### config.mk
export PLATFORM = sky130hd
export DESIGN_NAME = decode_scoreboard
export DESIGN_NICKNAME = d
export VERILOG_FILES = /design/src/rtl/dsb_pkg.sv /design/src/rtl/dsb_entry.sv /design/src/rtl/decode_scoreboard.sv
export SDC_FILE = /design/constraint.sdc
export NUM_CORES = 1
export LEC_CHECK = 0
export ABC_AREA = 1
export BUFFER_PORTS_ARGS = -buffer_cell sky130_fd_sc_hd__buf_2
export CORE_MARGIN = 1
export CORE_UTILIZATION = 40
export CTS_BUF_LIST = sky130_fd_sc_hd__clkbuf_4 sky130_fd_sc_hd__clkbuf_8
export CTS_CLUSTER_SIZE = 12
export DETAILED_ROUTE_END_ITERATION = 10
export GPL_ROUTABILITY_DRIVEN = 0
export PLACE_DENSITY = 0.69
export SKIP_LAST_GASP = 1
export SLEW_MARGIN = 20
export SYNTH_ARGS = -nofsm -noshare
export SYNTH_HDL_FRONTEND = slang
export SYNTH_SLANG_ARGS = --single-unit
### constraint.sdc
create_clock -name clk -period 7 [get_ports clk]
set_clock_uncertainty 0.2 [all_clocks]
set_input_delay 0.7 -clock clk [delete_from_list [all_inputs] [get_ports clk]]
set_output_delay 0.7 -clock clk [all_outputs]
set_load 0.05 [all_outputs]
### src/rtl/dsb_pkg.sv
// Shared constants and types for the decode-stage hazard scoreboard.
package dsb_pkg;

  localparam int NUM_REGS    = 8;
  localparam int REG_W       = 3;
  localparam int CNT_W       = 2;
  localparam int PEND_MAX    = 3;
  localparam int STALL_CNT_W = 16;

  typedef logic [REG_W-1:0] reg_sel_t;

endpackage

### src/rtl/dsb_entry.sv
// One register's pending-writer counter. Adds one for an issued writer and
// subtracts one each for a writeback and a squash (0..2 per cycle). It clamps
// at 0 on an upstream protocol error and at all-ones instead of wrapping.
module dsb_entry #(
  parameter int CNT_W = dsb_pkg::CNT_W
) (
  input  logic clk,
  input  logic rst,
  input  logic inc,
  input  logic dec_wb,
  input  logic dec_kill,
  output logic busy,
  output logic at_max,
  output logic is_one
);

  logic [CNT_W-1:0] cnt_reg;
  logic [CNT_W-1:0] cnt_next;
  logic [CNT_W:0]   up_sum;
  logic [CNT_W:0]   dec_sum;
  logic [CNT_W:0]   diff;

  // Net change for this cycle, with a floor at zero and a ceiling at all-ones.
  always_comb begin
    up_sum  = {1'b0, cnt_reg} + (CNT_W+1)'(inc);
    dec_sum = (CNT_W+1)'(dec_wb) + (CNT_W+1)'(dec_kill);
    diff    = up_sum - dec_sum;
    if (up_sum <= dec_sum) begin
      cnt_next = '0;
    end else if (diff[CNT_W]) begin
      cnt_next = '1;
    end else begin
      cnt_next = diff[CNT_W-1:0];
    end
  end

  // Counter register; reset discards every in-flight writer.
  always_ff @(posedge clk) begin
    if (rst) begin
      cnt_reg <= '0;
    end else begin
      cnt_reg <= cnt_next;
    end
  end

  assign busy   = |cnt_reg;
  assign at_max = &cnt_reg;
  assign is_one = (cnt_reg == CNT_W'(1));

endmodule

### src/rtl/decode_scoreboard.sv
// Decode-stage hazard scoreboard. It tracks in-flight writers per
// architectural register and stalls IF/ID while a source operand is pending
// or the destination's writer counter is full.
// Optional feature: define DSB_WB_BYPASS_EN to let a consumer issue in the
// same cycle as the writeback of the last pending writer of its source. The
// register file's write-before-read then supplies the value.
module decode_scoreboard #(
  parameter int NUM_REGS = dsb_pkg::NUM_REGS,
  parameter int REG_W    = dsb_pkg::REG_W,
  parameter int CNT_W    = dsb_pkg::CNT_W
) (
  input  logic                            clk,
  input  logic                            rst,
  input  logic                            id_valid,
  input  logic [REG_W-1:0]                id_rs,
  input  logic [REG_W-1:0]                id_rt,
  input  logic                            id_rs_used,
  input  logic                            id_rt_used,
  input  logic [REG_W-1:0]                id_rd,
  input  logic                            id_rd_we,
  input  logic                            wb_write,
  input  logic [REG_W-1:0]                wb_regsel,
  input  logic                            kill_valid,
  input  logic [REG_W-1:0]                kill_regsel,
  output logic [REG_W-1:0]                read1regsel,
  output logic [REG_W-1:0]                read2regsel,
  output logic                            stall,
  output logic                            issue,
  output logic [dsb_pkg::STALL_CNT_W-1:0] stall_cycles
);

  import dsb_pkg::*;

`ifdef DSB_WB_BYPASS_EN
  localparam logic WB_BYPASS = 1'b1;
`else
  localparam logic WB_BYPASS = 1'b0;
`endif

  logic [NUM_REGS-1:0] busy_vec;
  logic [NUM_REGS-1:0] at_max_vec;
  logic [NUM_REGS-1:0] is_one_vec;
  logic [NUM_REGS-1:0] inc_vec;
  logic [NUM_REGS-1:0] dec_wb_vec;
  logic [NUM_REGS-1:0] dec_kill_vec;

  logic haz_s;
  logic haz_t;
  logic full;
  logic bypass_s;
  logic bypass_t;
  logic stall_int;

  logic [STALL_CNT_W-1:0] stall_cycles_reg;

  genvar gi;
  generate
    for (gi = 0; gi < NUM_REGS; gi = gi + 1) begin : g_entry
      assign inc_vec[gi]      = issue & id_rd_we & (id_rd == REG_W'(gi));
      assign dec_wb_vec[gi]   = wb_write & (wb_regsel == REG_W'(gi));
      assign dec_kill_vec[gi] = kill_valid & (kill_regsel == REG_W'(gi));

      dsb_entry #(
        .CNT_W (CNT_W)
      ) u_entry (
        .clk      (clk),
        .rst      (rst),
        .inc      (inc_vec[gi]),
        .dec_wb   (dec_wb_vec[gi]),
        .dec_kill (dec_kill_vec[gi]),
        .busy     (busy_vec[gi]),
        .at_max   (at_max_vec[gi]),
        .is_one   (is_one_vec[gi])
      );
    end
  endgenerate

  // Hazard detection from current counters and this cycle's writeback.
  // A writeback retiring the last pending writer of a source only clears the
  // hazard when the bypass build is selected.
  always_comb begin
    bypass_s  = WB_BYPASS & wb_write & (wb_regsel == id_rs) & is_one_vec[id_rs];
    bypass_t  = WB_BYPASS & wb_write & (wb_regsel == id_rt) & is_one_vec[id_rt];
    haz_s     = id_rs_used & busy_vec[id_rs] & ~bypass_s;
    haz_t     = id_rt_used & busy_vec[id_rt] & ~bypass_t;
    full      = id_rd_we & at_max_vec[id_rd];
    stall_int = ~rst & id_valid & (haz_s | haz_t | full);
  end

  assign stall       = stall_int;
  assign issue       = ~rst & id_valid & ~stall_int;
  assign read1regsel = id_rs;
  assign read2regsel = id_rt;

  // Saturating count of stalled cycles.
  always_ff @(posedge clk) begin
    if (rst) begin
      stall_cycles_reg <= '0;
    end else if (stall_int && (stall_cycles_reg != '1)) begin
      stall_cycles_reg <= stall_cycles_reg + STALL_CNT_W'(1);
    end
  end

  assign stall_cycles = stall_cycles_reg;

endmodule

## After elaboration in Yosys (flattened, before gate mapping)

Cells that the tools add are included.

| word-level totals | value |
|---|---|
| register bits after elaboration | 32 |
| input port bits | 23 |
| logic and storage cells | 144 |

| operators by class | value |
|---|---|
| add/subtract/negate cells | 25 |
| $lt $le $gt $ge | 11 |
| eq/ne operators | 22 |
| mux-type cells | 14 |
| bitwise gates (word level) | 35 |
| reductions and logical operators | 28 |

Operator list:

| operator | count |
|---|---|
| $eq A3 B3 Y1 const B | 12 |
| $reduce_or A2 Y1 | 16 |
| $and A1 B1 Y1 | 31 |
| $add A2 B1 Y3 | 8 |
| $le A3 B3 Y1 | 8 |
| $sub A3 B3 Y3 | 8 |
| $eq A3 B2 Y1 const B | 6 |
| $add A1 B1 Y2 | 8 |
| $add A16 B1 Y16 const B | 1 |
| $mux W2 | 8 |
| $ne A16 B16 Y1 const B | 1 |
| $reduce_and A2 Y1 | 8 |
| $lt A3 B4 Y1 const B | 3 |
| $bmux W1 S3 | 3 |
| $eq A3 B1 Y1 const B | 3 |
| $logic_not A3 Y1 | 3 |
| $mux W1 | 3 |
| $not A1 Y1 | 2 |
| $or A1 B1 Y1 | 2 |
| $logic_and A1 B1 Y1 | 1 |

## Longest topological paths before layout

Gate-level depths: netlist of run 1.

| depth | value |
|---|---|
| word-level depth | 14 |
| depth in mapped cells | 17 |
| depth with buffers taken out | 17 |

## Cells and area by module

A second synthesis of run 1 with hierarchy kept.

| unflattened totals | value |
|---|---|
| cell total of the unflattened synthesis | 542 |
| area, all modules | 3448.3 um2 |

Modules (own cells, without submodules):

| module | instances | cells each | area each (um2) | sequential area each (um2) |
|---|---|---|---|---|
| dsb_entry | 8 | 29 | 217.7 | 40.0 |
| decode_scoreboard | 1 | 310 | 1706.6 | 320.3 |

## Least setup slack after synthesis of run 1

OpenSTA, ideal clock, no wires.

| timing | value |
|---|---|
| path type | input-to-output |
| start point | in id_rt[0] |
| end point | out issue |
| arrival time | 2426 ps |
| slack | 3674 ps |
| stages | 8 |
| cell sequence | inv_1 -> nand2_1 -> nand3_1 -> nand3b_1 -> nand3_1 -> nand3_4 -> buf_6 -> nor3_1 |

| on the way | value |
|---|---|
| word-level cells in the longest chain between the ends | 8 |

RTL lines:

| item | RTL line | source |
|---|---|---|
| from (decl) | decode_scoreboard.sv:16 | `input logic [REG_W-1:0] id_rt,` |
| $bmux W1 S3 | decode_scoreboard.sv:85 | `haz_t = id_rt_used & busy_vec[id_rt] & ~bypass_t;` |
| $mux W1 (not written as such) | decode_scoreboard.sv:85 |  |
| $and A1 B1 Y1 | decode_scoreboard.sv:85 |  |
| $or A1 B1 Y1 (2 in a row) | decode_scoreboard.sv:87 | `stall_int = ~rst & id_valid & (haz_s \| haz_t \| full);` |
| $and A1 B1 Y1 | decode_scoreboard.sv:87 |  |
| $not A1 Y1 | decode_scoreboard.sv:91 | `assign issue = ~rst & id_valid & ~stall_int;` |
| $and A1 B1 Y1 | decode_scoreboard.sv:91 |  |
| to (decl) | decode_scoreboard.sv:28 | `output logic issue,` |

No other way between the ends. The select of a mux whose other input is x is not followed.

## Worst setup path in the final report of run 1

| timing | value |
|---|---|
| start point | in id_rd[0] |
| end point | reg g_entry[2].u_entry.cnt_reg[1] |

| on the way | value |
|---|---|
| word-level cells in the longest chain between the ends | 12 |
| elaborated cells between the ends (all ways) | 15 |

RTL lines:

| item | RTL line | source |
|---|---|---|
| from (decl) | decode_scoreboard.sv:19 | `input logic [REG_W-1:0] id_rd,` |
| $bmux W1 S3 | decode_scoreboard.sv:86 | `full = id_rd_we & at_max_vec[id_rd];` |
| $mux W1 (not written as such) | decode_scoreboard.sv:86 |  |
| $and A1 B1 Y1 | decode_scoreboard.sv:86 |  |
| $or A1 B1 Y1 | decode_scoreboard.sv:87 |  |
| $and A1 B1 Y1 | decode_scoreboard.sv:87 |  |
| $not A1 Y1 | decode_scoreboard.sv:91 |  |
| $and A1 B1 Y1 | decode_scoreboard.sv:91 |  |
| $and A1 B1 Y1 | decode_scoreboard.sv:59 | `assign inc_vec[gi] = issue & id_rd_we & (id_rd == REG_W'(gi));` |
| $and A1 B1 Y1 * | decode_scoreboard.sv:59 |  |
| $add A2 B1 Y3 * | dsb_entry.sv:25 | `up_sum = {1'b0, cnt_reg} + (CNT_W+1)'(inc);` |
| $sub A3 B3 Y3 / $le A3 B3 Y1 (equally long branches) | dsb_entry.sv:27, dsb_entry.sv:28 |  |
| $mux W2 / $reduce_or A2 Y1 (equally long branches) | - |  |
| to (signal assigned) | dsb_entry.sv:42 | `cnt_reg <= cnt_next;` |
| to (decl) | dsb_entry.sv:17 | `logic [CNT_W-1:0] cnt_reg;` |

Every way passes the cells marked *; elsewhere a longest branch is shown, timed or not. The select of a mux whose other input is x is not followed.
A chain may end at the register's enable or synchronous reset.

==> metrics.log, run 1 <==
[metrics] status: complete, no violations
[metrics] sequential cell area fraction in the yosys report: a little over a fifth
[metrics] share of cells above drive strength 1: about an eighth
[metrics] gate count after technology mapping: 450
[metrics] post-synth top area share: a little over a fifth
[metrics] Die W: between 80 and 90 um
[metrics] final setup violation count: 0
[metrics] cell at the root of the clock tree: sky130_fd_sc_hd__clkbuf_8
[metrics] total negative setup slack: 0 ns
[metrics] hold buffer count at CTS: 0
[metrics] largest driver fanout on the critical path: 28
[metrics] number of warnings reported in the yosys synthesis log: 0
[metrics] Antenna diodes: 0
[metrics] H-tree depth: 2
[metrics] share of cell area taken by muxes after synthesis: 0%
[metrics] via count of the routed design: between 2000 and 3000
[metrics] highest layer used for signal routing: met4
[metrics] f_max: about 0.30 GHz
[metrics] start-to-end type of the worst setup path: primary input to register
[metrics] endpoint required time on the critical path: 6.98 ns
[metrics] largest net degree at the start of global routing: 29
[metrics] share of the synthesized netlist area taken by xor and xnor gates: ~2.8%
[metrics] Yosys reg bits: 32
[metrics] most area-consuming cells after synthesis: sky130_fd_sc_hd__dfxtp_1, sky130_fd_sc_hd__ha_1, sky130_fd_sc_hd__nand2_1
[metrics] dominant combinational cell family by area after synthesis: simple AND/OR/NAND/NOR gates
[metrics] fraction of the mapped netlist area in simple logic gates: 34.27%
[metrics] DP Wirelength: 5734 um
[metrics] amount of wire on met3 after detailed routing: between 200 and 300 um
[metrics] Met1 Routed Length: 3576 um
[metrics] final core utilization: 47.18%
[metrics] Port-buffer cells: between 40 and 50
[metrics] Ports: between 40 and 50
[metrics] Setup crit end kind: register
[metrics] number of max-slew violations in the final report: 0
[metrics] worst reg-to-reg path cell count: 14
[metrics] clock group share of total power: roughly 40%
[metrics] transition time at the pin with the least slew margin: roughly 0.45 ns
[metrics] met2 routed WL: roughly 3200 um
[metrics] internal power summed over all cells: between 0.3 and 0.4 mW
[metrics] clock buffers created by TritonCTS: 5
[metrics] number of iterations in the first detailed-routing pass: 4
[metrics] clock period minus final worst setup slack: roughly 3.4 ns
[metrics] cts repair resizes: 0
[metrics] routed wire length per instance: between 10 and 15 um
[metrics] Tot GR Track Use: 19.08%
[metrics] net switching component of the power: approximately 0.15 mW
[metrics] Detail Route Antenna Nets: 0
[metrics] R2R Path End: g_entry[2].u_entry.cnt_reg[1]
[metrics] Starting Density: a little over two fifths
[metrics] antenna violations before repair: 0
[metrics] leakage dissipation: between 1.5 and 2 nW
[metrics] final worst path period share: between 40% and 50%
[metrics] startpoint of the worst register-to-register path: g_entry[2].u_entry.cnt_reg[1]
[metrics] Hold Crit Depth: 2
[metrics] DR DRC count: 0
[metrics] clock buffer depth: 2
[metrics] RSZ-0062 raised after global routing: false
[metrics] combinational power share: between 20% and 30%
[metrics] DRT iter0 DRCs: 94
[metrics] number of setup buffers added after CTS: 0
[metrics] portion of total power attributed to sequential cells: about two fifths
[metrics] Worst VDD drop: around 0.057 mV
[metrics] max-capacitance violation count: 0
[metrics] fraction of power spent switching nets: 31.15%
[metrics] Routed WL: 7186 um
[metrics] overall die area: between 8000 and 9000 um2
[metrics] Die Height: roughly 90 um
[metrics] Clk Latency, worst-skew pair: between 0.2 and 0.3 ns
[metrics] startpoint class of the critical path: primary input
[metrics] top cell type by total area after synthesis: sky130_fd_sc_hd__dfxtp_1
[metrics] TritonCTS clock tree: yes
[metrics] remaining global-route overflow: 0
[metrics] post-synth net total: approximately 520
[metrics] Worst Hold Launch: stall_cycles[15]
[metrics] core region area: approximately 7300 um2
[metrics] total clock sinks: 32
[metrics] number of distinct library cell variants in the gate-level netlist after synthesis: 28
[metrics] minimum setup slack among reg-to-reg paths: about 3.7 ns
[metrics] Relative slew margins: 69.79%
[metrics] Post-Synthesis Mean Instance Area: roughly 6.8 um2
[metrics] clock-pin slew reported for the worst setup and hold paths after clock tree synthesis: approximately 0.070 ns
[metrics] Worst Hold Path EP: stall_cycles[15]
[metrics] number of global-route vias before repair: about 2600
[metrics] area overhead of the layout relative to synthesis: 12.50%
[metrics] arrival time of the worst setup path: between 3 and 4 ns
[metrics] post-synth design cell area: between 3000 and 4000 um2
[metrics] total power divided by cell area: ~140 nW/um2
[metrics] Total Nets Final: around 560
[metrics] DR vias/cell: roughly 5.0
[metrics] Setup crit start: id_rd[0]
[metrics] path type of the worst min-delay path: register to register
[metrics] count of final hold-check violations: 0
[metrics] compound-gate portion of the synthesized area: roughly 6.1%
[metrics] synthesized-area fraction occupied by adder cells: 23.85%
[metrics] row count: 31
[metrics] global-route wire length before repair: about 12000 um
[power groups by stage]
stage / registers (mW) / logic (mW) / clock network [mW]
2_1_floorplan: 0.197 / 0.0708 / 0
3_3_place_gp: 0.193 / 0.0932 / 0
3_5_place_dp: 0.193 / 0.0963 / 0
4_1_cts: 0.189 / 0.0968 / 0.188
5_1_grt: 0.189 / 0.108 / 0.197
6_report: 0.189 / 0.0967 / 0.183
[cells in the mapped netlist]
cell type	n
sky130_fd_sc_hd__nand2_1	105
sky130_fd_sc_hd__inv_1	73
sky130_fd_sc_hd__nor2_1	61
sky130_fd_sc_hd__ha_1	33
sky130_fd_sc_hd__nand3_1	33
sky130_fd_sc_hd__dfxtp_1	32
sky130_fd_sc_hd__a21oi_1	17
sky130_fd_sc_hd__fa_1	16
sky130_fd_sc_hd__nand4_1	15
sky130_fd_sc_hd__nor3_1	13
sky130_fd_sc_hd__xnor2_1	10
sky130_fd_sc_hd__a31oi_1	8
sky130_fd_sc_hd__o21ai_0	8
sky130_fd_sc_hd__buf_4	6
sky130_fd_sc_hd__nand3b_1	3
sky130_fd_sc_hd__buf_2	2
sky130_fd_sc_hd__clkbuf_1	2
sky130_fd_sc_hd__inv_2	2
sky130_fd_sc_hd__nand3_2	2
sky130_fd_sc_hd__buf_6	1
sky130_fd_sc_hd__buf_8	1
sky130_fd_sc_hd__nand3_4	1
sky130_fd_sc_hd__nand3b_4	1
sky130_fd_sc_hd__nand4_2	1
sky130_fd_sc_hd__nor2_2	1
sky130_fd_sc_hd__nor3b_1	1
sky130_fd_sc_hd__o21ai_1	1
sky130_fd_sc_hd__o21ai_2	1
[cell families after synthesis]
family / Yosys count
DFF: 32
AOI/OAI and AO/OA: 35
and+or+nand+nor: 237
adders and majority gates: 49
buffers and inverters: 87
xor gates and xnor gates: 10
[worst max-delay path: stages]
cell and delay [ns]:
sky130_fd_sc_hd__buf_2 0.15, sky130_fd_sc_hd__inv_2 0.11, sky130_fd_sc_hd__nand2_1 0.06, sky130_fd_sc_hd__nand2_1 0.05, sky130_fd_sc_hd__nand2_1 0.05, sky130_fd_sc_hd__nand2_1 0.06
sky130_fd_sc_hd__nand2_1 0.06, sky130_fd_sc_hd__nand3_2 0.10, sky130_fd_sc_hd__nand3_4 0.27, sky130_fd_sc_hd__nand3b_4 0.31, sky130_fd_sc_hd__nor3_1 0.17, sky130_fd_sc_hd__ha_1 0.25
sky130_fd_sc_hd__ha_1 0.15, sky130_fd_sc_hd__inv_1 0.05, sky130_fd_sc_hd__fa_1 0.45, sky130_fd_sc_hd__xnor2_1 0.25, sky130_fd_sc_hd__a21oi_1 0.11
[worst max-delay path by stage]
stage	to	slack (ns)	depth (start not counted)
2_1_floorplan	issue	3.67	8
3_3_place_gp	g_entry[2].u_entry.cnt_reg[1]	3.45	15
3_5_place_dp	g_entry[2].u_entry.cnt_reg[1]	3.35	15
4_1_cts	g_entry[2].u_entry.cnt_reg[1]	3.66	15
5_1_grt	g_entry[2].u_entry.cnt_reg[1]	3.39	14
6_report	g_entry[2].u_entry.cnt_reg[1]	3.63	17
[cell usage in the layout, fill, tap and decap left out]
| cell type | count |
|---|---|
| sky130_fd_sc_hd__inv_2 | 2 |
| sky130_fd_sc_hd__xnor2_1 | 10 |
| sky130_fd_sc_hd__a31oi_1 | 8 |
| sky130_fd_sc_hd__o21ai_0 | 8 |
| sky130_fd_sc_hd__o21ai_2 | 1 |
| sky130_fd_sc_hd__nor2_2 | 1 |
| sky130_fd_sc_hd__buf_4 | 1 |
| sky130_fd_sc_hd__nor3_1 | 13 |
| sky130_fd_sc_hd__ha_1 | 33 |
| sky130_fd_sc_hd__buf_2 | 46 |
| sky130_fd_sc_hd__nand3b_4 | 1 |
| sky130_fd_sc_hd__clkinvlp_4 | 1 |
| sky130_fd_sc_hd__nand4_1 | 15 |
| sky130_fd_sc_hd__nor2_1 | 61 |
| sky130_fd_sc_hd__nor3b_1 | 1 |
| sky130_fd_sc_hd__clkinv_2 | 1 |
| sky130_fd_sc_hd__nand4_2 | 1 |
| sky130_fd_sc_hd__nand3_2 | 2 |
| sky130_fd_sc_hd__fa_1 | 16 |
| sky130_fd_sc_hd__nand3_1 | 33 |
| sky130_fd_sc_hd__clkbuf_8 | 5 |
| sky130_fd_sc_hd__bufinv_16 | 1 |
| sky130_fd_sc_hd__o21ai_1 | 1 |
| sky130_fd_sc_hd__inv_1 | 73 |
| sky130_fd_sc_hd__nand3b_1 | 3 |
| sky130_fd_sc_hd__a21oi_1 | 17 |
| sky130_fd_sc_hd__dfxtp_1 | 32 |
| sky130_fd_sc_hd__nand2_1 | 105 |
| sky130_fd_sc_hd__nand3_4 | 1 |
[cell type report]
class / count / area [um2]
Timing Repair Buffer: 47 / 237.7
Clock buffer: 5 / 68.82
Inverter: 75 / 281.5
Clock inverter: 3 / 42.54
Sequential cell: 32 / 640.6
Fill cell: 776 / 3872
Multi-Input combinational cell: 331 / 2063
Tap cell: 99 / 123.9
[per-stage QoR]
stage	worst slack (ns)	hold WS [ns]	std cells	cell area [um2]	power, mW
6_report	3.629	0.3127	592	3458	0.4688
5_1_grt	3.390	0.3546	592	3458	0.4943
4_1_cts	3.658	0.3167	592	3458	0.4738
3_5_place_dp	3.347	0.3052	584	3347	0.2892
3_3_place_gp	3.452	0.3032	584	3347	0.2861
2_1_floorplan	3.674	0.5150	450	3074	0.2673
[routing by layer]
layer	global-route usage (%)	vias to the layer above
li1	-	1520
met1	25.10	1351
met2	31.27	57
met3	3.473	9
met4	6.926	0
met5	0	-
Note: power is estimated with default switching activity, not from simulation.
==> inputs of run 2 (changes only) <==
clock period = 3.45 ns   (was 7 ns; I/O delays follow)
==> run 2 against run 1 <==
Against the previous run: die area is the same; total power grew 93%; final cell count increased by 0.34%; combinational power is 110% higher; first-iteration DRC count up 15%; sequential cell count unchanged; core utilization barely moved; global-route usage shrank 0.36 points; critical path depth shrank 3; non-clock buffer count up 2; sequential share of layout area hardly changed; worst hold slack improved by 0.0054 ns; critical path type is now register to register; largest cell class unchanged; largest power group unchanged.
==> metrics.log, run 2 (synthesis results as in run 1) <==
[metrics] status: complete, no violations
[metrics] cell occurring most often along the worst timing path: sky130_fd_sc_hd__nand3_1
[metrics] Top delay family on crit path: simple AND/OR/NAND/NOR gates
[metrics] Die Height: 89.67 um (unchanged)
[metrics] DP Wirelength: 5663 um (-1.2%)
[metrics] Relative slew margins: 79.67% (+9.9 points)
[metrics] leakage dissipation: 1.724 nW (+0.20%)
[metrics] cells along the critical path: nor2_1, nand2_1, nand3_1, nand3_1, nand3_1, nand3_4, nand3b_4, nor3_1, ha_1, ha_1, inv_1, fa_1, xnor2_1, a21oi_1
[metrics] largest driver fanout on the critical path: 8 (-71%)
[metrics] number of max-slew violations in the final report: 0 (unchanged)
[metrics] sum of buffers and inverters on the critical path: 1 (-2)
[metrics] Setup crit end kind: register
[metrics] total clock sinks: 32 (unchanged)
[metrics] clock buffers created by TritonCTS: 5 (unchanged)
[metrics] routed wire length per instance: 11.89 um (-2.1%)
[metrics] total negative setup slack: 0 ns (unchanged)
[metrics] path type of the worst min-delay path: primary input to register
[metrics] max-capacitance violation count: 0 (unchanged)
[metrics] minimum setup slack among reg-to-reg paths: 0.51 ns (-3.17 ns)
[metrics] RSZ-0062 raised after global routing: false
[metrics] row count: 31 (unchanged)
[metrics] cell at the root of the clock tree: sky130_fd_sc_hd__clkbuf_8
[metrics] count of final hold-check violations: 0 (unchanged)
[metrics] Port-buffer cells: 46 (unchanged)
[metrics] Largest stage delay, worst path: 0.44 ns (about the same)
[metrics] final worst path period share: 85.36%
[metrics] f_max: around 0.34 GHz
[metrics] arrival time of the worst setup path: 2.92 ns (-0.43 ns)
[metrics] total power divided by cell area: 261.2 nW/um2 (+93%)
[metrics] transition time at the pin with the least slew margin: 0.3038 ns (-0.1492 ns)
[metrics] startpoint class of the critical path: register
[metrics] largest net degree at the start of global routing: 28 (-3.4%)
[metrics] Worst VDD drop: 0.1630 mV (+190%)
[metrics] Routed WL: 7061 um (-1.7%)
[metrics] hold buffer count at CTS: 0 (unchanged)
[metrics] number of setup buffers added after CTS: 0 (unchanged)
[metrics] number of global-route vias before repair: 2563 (-1.5%)
[metrics] Ports: 47 (unchanged)
[metrics] Total Nets Final: 566 (+0.35%)
[metrics] share of cells above drive strength 1: 13.33% (+0.35 points)
[metrics] Starting Density: 41.94% (unchanged)
[metrics] DRT iter0 DRCs: 108 (+15%)
[metrics] clock buffer depth: 2 (unchanged)
[metrics] DR vias/cell: 4.995 (+0.68%)
[metrics] core region area: 7331 um2 (unchanged)
[metrics] antenna violations before repair: 0 (unchanged)
[metrics] DR DRC count: 0 (unchanged)
[metrics] cell with the largest stage delay on the worst path: sky130_fd_sc_hd__fa_1
[metrics] number of iterations in the first detailed-routing pass: 4 (unchanged)
[metrics] area overhead of the layout relative to synthesis: 12.54% (about the same)
[metrics] via count of the routed design: 2967 (+1.0%)
[metrics] Antenna diodes: 0 (unchanged)
[metrics] final std cells w/o fill: 594 (+0.34%)
[metrics] TritonCTS clock tree: yes
[metrics] clock-pin slew reported for the worst setup and hold paths after clock tree synthesis: 0.08 ns (about the same)
[metrics] global-route wire length before repair: 11520 um (-1.7%)
[metrics] remaining global-route overflow: 0 (unchanged)
[metrics] Tot GR Track Use: 18.72% (-0.36 points)
[metrics] final setup violation count: 0 (unchanged)
[metrics] Clk Latency, worst-skew pair: 0.29 ns (about the same)
[metrics] most common cell after layout, fill and taps aside: sky130_fd_sc_hd__nand2_1
[metrics] endpoint required time on the critical path: 3.42 ns (-3.56 ns)
[metrics] overall die area: 8040 um2 (unchanged)
[metrics] Detail Route Antenna Nets: 0 (unchanged)
[metrics] cts repair resizes: 0 (unchanged)
[metrics] most frequent cells in the layout: sky130_fd_sc_hd__nand2_1, sky130_fd_sc_hd__inv_1, sky130_fd_sc_hd__nor2_1, sky130_fd_sc_hd__buf_2
[metrics] total placed cells including tap cells: 586 (+0.34%)
[metrics] cell area after layout: 3460 um2 (about the same)
[metrics] start-to-end type of the worst setup path: register to register
[metrics] Die W: 89.67 um (unchanged)
[metrics] placed instance area: 3362 um2 (+0.45%)
[metrics] H-tree depth: 2 (unchanged)
[metrics] clock period minus final worst setup slack: 2.945 ns
==> run 2: layer usage <==
| metal | global-route usage [%] | vias to the layer above | share of wire, % |
|---|---|---|---|
| li1 | - | 1526 | - |
| met1 | 24.80 | 1358 | 48 |
| met5 | 0 | - | 0 |
| met2 | 29.89 | 73 | 46 |
| met4 | 7.071 | 0 | 1.7 |
| met3 | 4.022 | 10 | 4.7 |
==> run 2: where the power goes <==
group | switching, mW | internal, mW
Sequential | 0.00712 | 0.376
Combinational | 0.131 | 0.0679
Clock | 0.152 | 0.170
Total | 0.290 | 0.614
==> run 2: area by class of cell <==
type	instances	area, um2
well taps	99	123.9
repair buffers	49	252.7
clock buffers	7	90.09
clock inverters	1	7.507
inverters	75	281.5
multi-input cells	331	2063
fillers	745	3871
flip-flops and latches	32	640.6
==> run 2: per-stage QoR <==
stage / setup WS [ns] / hold WS, ns / util (%) / total power [mW]
floorplan: 0.7739 / 0.5150 / - / 0.5424
global placement: 0.5405 / 0.3010 / 45.86 / 0.5853
detailed placement: 0.5062 / 0.3094 / 45.86 / 0.5890
CTS: 0.5134 / 0.3093 / 47.19 / 0.9110
global route: 0.2751 / 0.3218 / 47.19 / 0.9494
finish: 0.5051 / 0.3182 / 47.19 / 0.9036
==> run 2: final timing paths <==
check | startpoint | to | cells past startpoint
min reg2reg | stall_cycles[15] | stall_cycles[15] | 2
max | g_entry[5].u_entry.cnt_reg[1] | g_entry[2].u_entry.cnt_reg[0] | 14
max reg2reg | g_entry[5].u_entry.cnt_reg[1] | g_entry[2].u_entry.cnt_reg[0] | 14
min | rst | stall_cycles[8] | 3
==> run 2: worst min-delay path, delay by kind of cell <==
kind          cells  cell delay (ns)
buf+inv           2             0.31
simple gates      1             0.11
==> inputs of run 3 (changes only) <==
PLACE_DENSITY = 0.7   (was 0.69)
==> run 3 against run 2 <==
Against the previous run: cell area up 0.40%; routed wire length down 0.50%; global-route usage up 0.31 points; critical path type unchanged; highest routed layer unchanged; die area unchanged; clock-buffer cell count down 1; total power up 6.2%; worst hold slack worse by 0.0011 ns; first-iteration DRC count up 2.8%; core utilization up 0.19 points.
==> metrics.log, run 3 (synthesis results as in run 1) <==
[metrics] total negative setup slack: 0 ns (unchanged)
[metrics] clock period minus final worst setup slack: 2.992 ns (+0.04730 ns)
[metrics] clock buffers created by TritonCTS: 5 (unchanged)
[metrics] count of final hold-check violations: 0 (unchanged)
[metrics] routed wire length per instance: 11.83 um (-0.50%)
[metrics] most common cell after layout, fill and taps aside: sky130_fd_sc_hd__nand2_1
[metrics] Routed WL: 7026 um (-0.50%)
[metrics] Tot GR Track Use: 19.03% (+0.31 points)
[metrics] H-tree depth: 2 (unchanged)
[metrics] DR DRC count: 0 (unchanged)
[metrics] DR vias/cell: 5.057 (+1.2%)
[metrics] Starting Density: 41.94% (unchanged)
[metrics] antenna violations before repair: 0 (unchanged)
[metrics] f_max: 0.3342 GHz (-1.6%)
[metrics] Antenna diodes: 0 (unchanged)
[metrics] smallest hold slack: 0.3171 ns (-0.001056 ns)
[metrics] cts repair resizes: 0 (unchanged)
[metrics] hold buffer count at CTS: 0 (unchanged)
[metrics] area overhead of the layout relative to synthesis: 12.98%
[metrics] global-route wire length before repair: 11850 um (+2.9%)
[metrics] Die Height: 89.67 um (unchanged)
[metrics] clock-pin slew reported for the worst setup and hold paths after clock tree synthesis: 0.08 ns (about the same)
[metrics] number of global-route vias before repair: 2711 (+5.8%)
[metrics] Total Nets Final: 566 (unchanged)
[metrics] start-to-end type of the worst setup path: register to register
[metrics] path type of the worst min-delay path: primary input to register
[metrics] total clock sinks: 32 (unchanged)
[metrics] DP Wirelength: 5696 um (+0.59%)
[metrics] core region area: 7331 um2 (unchanged)
[metrics] Port-buffer cells: 46 (unchanged)
[metrics] final-layout fill cell count: 752 (+0.94%)
[metrics] TritonCTS clock tree: yes
[metrics] endpoint required time on the critical path: 3.42 ns (about the same)
[metrics] number of max-slew violations in the final report: 0 (unchanged)
[metrics] row count: 31 (unchanged)
[metrics] largest net degree at the start of global routing: 28 (unchanged)
[metrics] Relative slew margins: 78.72% (-0.95 points)
[metrics] total power divided by cell area: 276.3 nW/um2 (+5.8%)
[metrics] max-capacitance violation count: 0 (unchanged)
[metrics] multi-input logic area: 2063 um2 (unchanged)
[metrics] number of iterations in the first detailed-routing pass: 5 (+1)
[metrics] Die W: 89.67 um (unchanged)
[metrics] final setup violation count: 0 (unchanged)
[metrics] share of cells above drive strength 1: 13.33% (unchanged)
[metrics] startpoint class of the critical path: register
[metrics] most frequent cells in the layout: sky130_fd_sc_hd__nand2_1, sky130_fd_sc_hd__inv_1, sky130_fd_sc_hd__nor2_1, sky130_fd_sc_hd__buf_2
[metrics] remaining global-route overflow: 0 (unchanged)
[metrics] final worst path period share: 86.73% (+1.4 points)
[metrics] Storage cell area: 640.6 um2 (unchanged)
[metrics] Clk Latency, worst-skew pair: 0.29 ns (about the same)
[metrics] Setup crit end kind: register
[metrics] number of setup buffers added after CTS: 0 (unchanged)
[metrics] arrival time of the worst setup path: 2.96 ns (+0.04 ns)
[metrics] Worst VDD drop: 0.1152 mV (-29%)
[metrics] status: complete, no violations
[metrics] overall die area: 8040 um2 (unchanged)
[metrics] final core utilization: 47.38% (+0.19 points)
[metrics] Ports: 47 (unchanged)
[metrics] DRT iter0 DRCs: 111 (+2.8%)
[metrics] clock buffer depth: 2 (unchanged)
[metrics] via count of the routed design: 3004 (+1.2%)
[metrics] Detail Route Antenna Nets: 0 (unchanged)
[metrics] leakage dissipation: 1.735 nW (+0.62%)
[metrics] RSZ-0062 raised after global routing: false
[metrics] Design Power: 0.9596 mW (+6.2%)
[metrics] largest driver fanout on the critical path: 8 (unchanged)
[metrics] transition time at the pin with the least slew margin: 0.3181 ns (+0.01423 ns)
[metrics] cell at the root of the clock tree: sky130_fd_sc_hd__clkbuf_8
[run 3: cell count changes in the layout (fill, tap and decap cells not counted)]
| cell | before | now |
|---|---|---|
| sky130_fd_sc_hd__bufinv_16 | 0 | 1 |
| sky130_fd_sc_hd__clkbuf_8 | 6 | 5 |
| sky130_fd_sc_hd__clkinv_2 | 0 | 1 |
| sky130_fd_sc_hd__clkinvlp_4 | 1 | 0 |
[run 3: path summary, 6_finish.rpt]
path | start | to | slack, ns | cells past startpoint
min reg2reg | stall_cycles[15] | stall_cycles[15] | 0.32 | 2
max reg2reg | g_entry[1].u_entry.cnt_reg[1] | g_entry[7].u_entry.cnt_reg[0] | 0.46 | 14
min | rst | stall_cycles[8] | 0.32 | 3
max | g_entry[1].u_entry.cnt_reg[1] | g_entry[7].u_entry.cnt_reg[0] | 0.46 | 14
[run 3: per-layer routing]
layer / vias up / share of wire (%) / global-route usage [%] / routed length, um
li1: 1525 / - / - / -
met4: 0 / 1.1 / 4.762 / 77
met5: - / 0 / 0 / 0
met1: 1375 / 48 / 25.41 / 3394
met3: 9 / 4.6 / 3.016 / 325
met2: 95 / 46 / 32.09 / 3229
[run 3: metrics by stage]
| step | cells | setup WS (ns) | area, um2 |
|---|---|---|---|
| 6_report | 594 | 0.4578 | 3473 |
| 2_1_floorplan | 450 | 0.7739 | 3074 |
| 3_5_place_dp | 586 | 0.4900 | 3362 |
| 5_1_grt | 594 | 0.2214 | 3473 |
| 3_3_place_gp | 586 | 0.5252 | 3362 |
| 4_1_cts | 594 | 0.4873 | 3473 |
[run 3: report_power, final]
| group | leakage, nW | internal [mW] | switching, mW |
|---|---|---|---|
| Combinational | 1.42 | 0.0683 | 0.131 |
| Sequential | 0.258 | 0.376 | 0.00705 |
| Clock | 0.0586 | 0.222 | 0.155 |
[run 3: area by class of cell]
cell class	instances	share of cell area (%)
Clock buffer	6	2.197
Tap cell	99	3.566
Multi-Input combinational cell	331	59.40
Sequential cell	32	18.44
Inverter	75	8.105
Timing Repair Buffer	49	7.277
Clock inverter	2	1.009
[run 3: worst max-delay path: stages, from the launching register on]
cell                       delay [ns]
sky130_fd_sc_hd__dfxtp_1         0.36
sky130_fd_sc_hd__nor2_1          0.24
sky130_fd_sc_hd__nand2_1         0.08
sky130_fd_sc_hd__nand3_1         0.09
sky130_fd_sc_hd__nand3b_1        0.08
sky130_fd_sc_hd__nand3_1         0.13
sky130_fd_sc_hd__nand3_4         0.08
sky130_fd_sc_hd__nand3b_4        0.21
sky130_fd_sc_hd__nor3_1          0.23
sky130_fd_sc_hd__ha_1            0.25
sky130_fd_sc_hd__ha_1            0.13
sky130_fd_sc_hd__inv_1           0.05
sky130_fd_sc_hd__fa_1            0.43
sky130_fd_sc_hd__xnor2_1         0.20
sky130_fd_sc_hd__a21oi_1         0.09
